<file path="config.mk">
export PLATFORM = sky130hd
export DESIGN_NAME = usr_serdes_ctrl_flat
export DESIGN_NICKNAME = d
export VERILOG_FILES = /design/src/rtl/usr_serdes_pkg.sv /design/src/rtl/usr_serdes_ctrl_if.sv /design/src/rtl/univ_shift_core.sv /design/src/rtl/usr_serdes_ctrl.sv /design/src/flat_wrapper.sv
export SDC_FILE = /design/constraint.sdc
export NUM_CORES = 1
export LEC_CHECK = 0
export CORE_MARGIN = 2
export CORE_UTILIZATION = 46
export DETAILED_ROUTE_END_ITERATION = 8
export PLACE_DENSITY_LB_ADDON = 0.15
export SYNTH_ARGS = -nofsm -noshare
export SYNTH_HDL_FRONTEND = slang
export SYNTH_SLANG_ARGS = --single-unit
</file>
<file path="constraint.sdc">
create_clock -name clk -period 2.4 [get_ports clk]
set_input_delay 0.48 -clock clk [delete_from_list [all_inputs] [get_ports clk]]
set_output_delay 0.48 -clock clk [all_outputs]
set_load 0.01 [all_outputs]
</file>
<file path="src/rtl/usr_serdes_pkg.sv">
// usr_serdes_pkg: shared state encoding, core select codes and shift directions
package usr_serdes_pkg;
  typedef enum logic [1:0] {IDLE, SHIFT, DONE} state_e;
  localparam logic [1:0] SEL_HOLD = 2'b00;
  localparam logic [1:0] SEL_SHR = 2'b01;
  localparam logic [1:0] SEL_SHL = 2'b10;
  localparam logic [1:0] SEL_LOAD = 2'b11;
  localparam logic DIR_LEFT = 1'b0;
  localparam logic DIR_RIGHT = 1'b1;
endpackage

</file>
<file path="src/rtl/usr_serdes_ctrl_if.sv">
// usr_serdes_ctrl_if: parallel word in/out handshakes between producer/consumer and controller
interface usr_serdes_ctrl_if #(parameter int WIDTH = 4);
  logic in_valid;
  logic in_ready;
  logic [WIDTH-1:0] in_data;
  logic in_dir;
  logic out_valid;
  logic out_ready;
  logic [WIDTH-1:0] out_data;
  modport master(output in_valid, in_data, in_dir, out_ready, input in_ready, out_valid, out_data);
  modport slave(input in_valid, in_data, in_dir, out_ready, output in_ready, out_valid, out_data);
endinterface

</file>
<file path="src/rtl/univ_shift_core.sv">
// univ_shift_core: universal register with hold, shift right, shift left and parallel load
module univ_shift_core
  import usr_serdes_pkg::*;
#(
  parameter int WIDTH = 4
) (
  input  logic             clk,
  input  logic             rst,
  input  logic [1:0]       sel_i,
  input  logic             l_fill_i,
  input  logic             r_fill_i,
  input  logic [WIDTH-1:0] d_i,
  output logic [WIDTH-1:0] q_o
);
  logic [WIDTH-1:0] q_q, q_d;
  // l_fill enters at the MSB on a right shift, r_fill at the LSB on a left shift
  always_comb q_d = sel_i == SEL_LOAD ? d_i :
                    sel_i == SEL_SHR ? {l_fill_i, q_q[WIDTH-1:1]} :
                    sel_i == SEL_SHL ? {q_q[WIDTH-2:0], r_fill_i} : q_q;
  always_ff @(posedge clk or posedge rst)
    if (rst) q_q <= '0;
    else q_q <= q_d;
  assign q_o = q_q;
endmodule

</file>
<file path="src/rtl/usr_serdes_ctrl.sv">
// usr_serdes_ctrl: sequences univ_shift_core through one full-duplex serial word transfer
module usr_serdes_ctrl
  import usr_serdes_pkg::*;
#(
  parameter int WIDTH = 4,
  parameter int CNT_W = $clog2(WIDTH)
) (
  input  logic               clk,
  input  logic               rst,
  usr_serdes_ctrl_if.slave   bus,
  input  logic               shift_en_i,
  input  logic               abort_i,
  input  logic               ser_in_i,
  output logic               ser_out_o,
  output logic               ser_out_valid_o,
  output logic               busy_o,
  output logic [1:0]         sel_o
);
  state_e state_q, state_d;
  logic [CNT_W-1:0] cnt_q, cnt_d;
  logic dir_q, dir_d;
  logic busy_q, out_valid_q;
  logic accept, shift, last;
  logic [WIDTH-1:0] reg_q;
  univ_shift_core #(.WIDTH(WIDTH)) u_core (
    .clk      (clk),
    .rst      (rst),
    .sel_i    (sel_o),
    .l_fill_i (ser_in_i),
    .r_fill_i (ser_in_i),
    .d_i      (bus.in_data),
    .q_o      (reg_q)
  );
  // abort outranks every other input, including an offered word in IDLE
  always_comb begin
    bus.in_ready = !rst && state_q == IDLE && !abort_i;
    accept = bus.in_ready && bus.in_valid;
    shift = state_q == SHIFT && shift_en_i && !abort_i;
    last = cnt_q == CNT_W'(WIDTH - 1);
    sel_o = accept ? SEL_LOAD : shift ? (dir_q == DIR_RIGHT ? SEL_SHR : SEL_SHL) : SEL_HOLD;
    ser_out_o = dir_q == DIR_RIGHT ? reg_q[0] : reg_q[WIDTH-1];
    ser_out_valid_o = shift;
    state_d = state_q;
    cnt_d = cnt_q;
    dir_d = dir_q;
    if (abort_i) begin
      state_d = IDLE;
      cnt_d = '0;
    end else if (accept) begin
      state_d = SHIFT;
      cnt_d = '0;
      dir_d = bus.in_dir;
    end else if (shift) begin
      state_d = last ? DONE : SHIFT;
      cnt_d = last ? '0 : cnt_q + CNT_W'(1);
    end else if (state_q == DONE && bus.out_ready) begin
      state_d = IDLE;
    end
  end
  always_ff @(posedge clk or posedge rst)
    if (rst) begin
      state_q <= IDLE;
      cnt_q <= '0;
      dir_q <= DIR_LEFT;
      busy_q <= 1'b0;
      out_valid_q <= 1'b0;
    end else begin
      state_q <= state_d;
      cnt_q <= cnt_d;
      dir_q <= dir_d;
      busy_q <= state_d != IDLE;
      out_valid_q <= state_d == DONE;
    end
  assign busy_o = busy_q;
  assign bus.out_valid = out_valid_q;
  assign bus.out_data = reg_q;
endmodule

</file>
<file path="src/flat_wrapper.sv">
// flat-port wrapper written by rule: the top's interface ports become plain ports
module usr_serdes_ctrl_flat import usr_serdes_pkg::*;
#(
  parameter int WIDTH = 4,
  parameter int CNT_W = $clog2(WIDTH)
)
  (clk, rst, shift_en_i, abort_i, ser_in_i, ser_out_o, ser_out_valid_o, busy_o, sel_o, bus_in_valid, bus_in_data, bus_in_dir, bus_out_ready, bus_in_ready, bus_out_valid, bus_out_data);
  usr_serdes_ctrl_if #(.WIDTH(WIDTH)) bus_i ();
  input  logic clk;
  input  logic rst;
  input  logic shift_en_i;
  input  logic abort_i;
  input  logic ser_in_i;
  output logic ser_out_o;
  output logic ser_out_valid_o;
  output logic busy_o;
  output logic [1:0] sel_o;
  input wire logic [$bits(bus_i.in_valid)-1:0] bus_in_valid;
  input wire logic [$bits(bus_i.in_data)-1:0] bus_in_data;
  input wire logic [$bits(bus_i.in_dir)-1:0] bus_in_dir;
  input wire logic [$bits(bus_i.out_ready)-1:0] bus_out_ready;
  output wire logic [$bits(bus_i.in_ready)-1:0] bus_in_ready;
  output wire logic [$bits(bus_i.out_valid)-1:0] bus_out_valid;
  output wire logic [$bits(bus_i.out_data)-1:0] bus_out_data;
  assign bus_i.in_valid = bus_in_valid;
  assign bus_i.in_data = bus_in_data;
  assign bus_i.in_dir = bus_in_dir;
  assign bus_i.out_ready = bus_out_ready;
  assign bus_in_ready = bus_i.in_ready;
  assign bus_out_valid = bus_i.out_valid;
  assign bus_out_data = bus_i.out_data;
  usr_serdes_ctrl #(.WIDTH(WIDTH), .CNT_W(CNT_W)) u_core (.clk(clk), .rst(rst), .bus(bus_i), .shift_en_i(shift_en_i), .abort_i(abort_i), .ser_in_i(ser_in_i), .ser_out_o(ser_out_o), .ser_out_valid_o(ser_out_valid_o), .busy_o(busy_o), .sel_o(sel_o));
endmodule
</file>
==> impl_metrics.tcl <==
set metrics [dict create \
    outcome "finished, final reports clean" \
    worstSkewPairLatency_ns 0.28 \
    initial_core_util_pct 50.56 \
    grt_max_degree 13 \
    cp_num_buf_inv 4 \
    startpoint "abort_i" \
    hold_path.class "reg2reg" \
    critPathKind "in2out" \
    p_leak_nw 0.4674 \
    ys.flop_type "dfrtp_1" \
    max_stage_delay_ns 0.51 \
    finalHoldViolations 0 \
    coreArea_mm2 0.001334 \
    crit_chain "dlygate4sd2_1, nand4bb_4, buf_4, inv_4, clkdlybuf4s50_1" \
    antenna_found_initial 0 \
    seq_power_share_pct 42.3 \
    cts_root_buf "clkbuf_4" \
    drt_wl_total_mm 1.493 \
    fin_skew_ns 0.005837 \
    fin_crit_ns 2.221 \
    power.density_mw_per_mm2 573.0 \
    maxCapViolCount 0 \
    yosysSeqAreaShare_pct 40.82 \
    vias 627 \
    cts_buffer_depth 2 \
    post-route-period-util_pct 92.54 \
    ys_warn_count 0 \
    grt_overflow 0 \
    post_dp_cell_area_um2 984.7 \
    setup_viol 0 \
    grt_setup_unrepaired "false" \
    worstHoldStart "u_core.cnt_q[1]$_DFFE_PP0P_" \
    die-area_mm2 0.001788 \
    start_kind "input pin" \
    chipHeight_um 42.29 \
    synth_area_leaders "dfrtp_1 (41%), mux2_4 (8.9%), mux2_2 (5.0%)" \
    tns_ns 0 \
    max_freq_ghz 0.4503 \
    synthToLayoutAreaGrowth_pct 50.65 \
    crit_required_ns 1.92 \
    fin_nets 111 \
    final_common_cell "clkdlybuf4s50_1" \
    ant_nets 0 \
    worst_pin_slew_ns 0.3525 \
    utilization_pct 76.17 \
    critical-path-top-delay-family "buffers and inverters" \
    num_rows 13 \
    p_int_mw 0.4110 \
    place_hpwl_mm 1.147 \
    dieWidth_um 42.29 \
    slew_violations 0 \
    synth_top_area_cell "dfrtp_1" \
    arrival_ns 1.74 \
    htree_levels 1 \
    switchingPower_mw 0.1711 \
    path_max_fanout 4 \
    drt_iter0_markers 3 \
    vdd_drop_max_mv 0.3402 \
    p_comb_share_pct 35.1 \
    drt_drc_violations_left 0 \
    ios 23 \
    post_cts_buffers 0 \
    syn_avg_cell_area_um2 10.88 \
    switching_share_pct 29.40 \
    grt_pass1_wl_mm 2.622 \
    synth_cells 62 \
    syn_nets 75 \
    cts_tree "done" \
    grt_use_total_pct 19.70 \
    synth_seq_cells 11 \
    holdWs_ns 0.5355 \
    finalPower_mw 0.5822 \
    clkPwrFrac_pct 22.7 \
    gp_congestion 0.8502 \
    ys_async_sr_fraction_pct 100.0 \
    reg2reg_from "u_core.state_q[1]$_DFF_PP0_" \
    mostFrequentLayoutCells "clkdlybuf4s50_1 (17), dfrtp_1 (11), buf_4 (10)" \
    clkSinkCount 11 \
    first_pass_iters 4 \
    syn-cell-area_um2 674.4 \
    grt_pass1_vias 619 \
    antenna_cells 0 \
    slowest_stage "clkdlybuf4s50_1" \
    cts_made_buffers 3 \
    viasPerCell 5.598 \
    drive_gt1_share_pct 24.74 \
    end_kind "output pin" \
    synth_edf_count 0 \
    clkTransAtPathRegs_ns 0.07 \
    port_buffers 22 \
    yosysTopAreaCellShare_pct 40.82 \
    fin_area_mm2 0.001016 \
    netlist-cell-type-count 30 \
    max_slew_margin_pct 76.50 \
    avgRoutedWirePerCell_um 13.33 \
]
[worst reg2reg max path: cells and delay by family, from the launching register on]
kind	cells	cell delay (ns)
buf+inv	3	0.34
flops	1	0.49
mux	2	0.55
simple gates	1	0.25
[path summary, 6_finish.rpt]
check | endpoint | slack, ns | cells after the start
max | ser_out_valid_o | 0.18 | 5
min | u_core.cnt_q[1]$_DFFE_PP0P_ | 0.54 | 2
max reg2reg | u_core.u_core.q_o[3]$_DFFE_PP0P_ | 0.67 | 6
min reg2reg | u_core.cnt_q[1]$_DFFE_PP0P_ | 0.54 | 2
max in group asynchronous | u_core.state_q[1]$_DFF_PP0_ | 1.61 | 3
min in group asynchronous | u_core.u_core.q_o[0]$_DFFE_PP0P_ | 0.63 | 3
[sequential cells by signal, summed over array words and instances (netlist names)]
name / count
u_core.u_core.q_o: 4
u_core.cnt_q: 2
u_core.state_q: 2
u_core.bus.out_valid: 1
u_core.busy_o: 1
u_core.dir_q: 1
[power by group through the flow]
stage	clock network (mW)	registers [mW]	logic (mW)
CTS	0.130	0.245	0.207
finish	0.132	0.246	0.204
global route	0.143	0.252	0.220
detailed placement	0	0.249	0.207
floorplan	0	0.244	0.101
global placement	0	0.247	0.203
[cell usage after synthesis, types with 2 or more instances]
cell and number:
nand2_1 4, mux2_2 3, and2_1 2, o21ai_0 2
dfrtp_1 11, nand3b_1 2, a32oi_1 2, nor2_1 3
nand3_1 3, inv_1 2, mux2_4 4, a21oi_1 4
nor2b_1 3
[metrics by stage]
stage,std cells,setup slack [ns]
detailed placement,108,-0.09758
global placement,108,-0.04023
global route,112,0.1242
CTS,112,0.003239
finish,112,0.1790
floorplan,62,0.6948
[kinds of logic after synthesis]
group                      count (synthesis)  synth area share (%)
buffers and inverters                      4                 2.598
DFF                                       11                 40.82
and+or+nand+nor                           25                 26.35
adders and majority gates                  1                 1.855
AOI/OAI and AO/OA                         13                 12.80
muxes                                      8                 15.58
[final cells by class]
class	instances	area [um2]
clock buffers	4	26.28
fillers	115	317.8
inverters	3	13.76
multi-input cells	47	381.6
flip-flops and latches	11	275.3
well taps	15	18.77
repair buffers	32	300.3
[per-layer routing]
metal | routed length, um | global-route usage, % | up-vias
met2 | 678 | 30.46 | 24
met4 | 46 | 13.13 | 0
met1 | 679 | 25.41 | 299
li1 | - | - | 300
met3 | 89 | 2.586 | 4
met5 | 0 | 0 | -
[repair_timing]
action | 4_1_cts | 5_1_grt
endpoints found under the hold margin | 0 | 0
setup endpoints to repair | 3 | 3
hold buffers | 0 | 0
gates resized for setup | 2 | 3
Power figures use the tool's default switching activity.
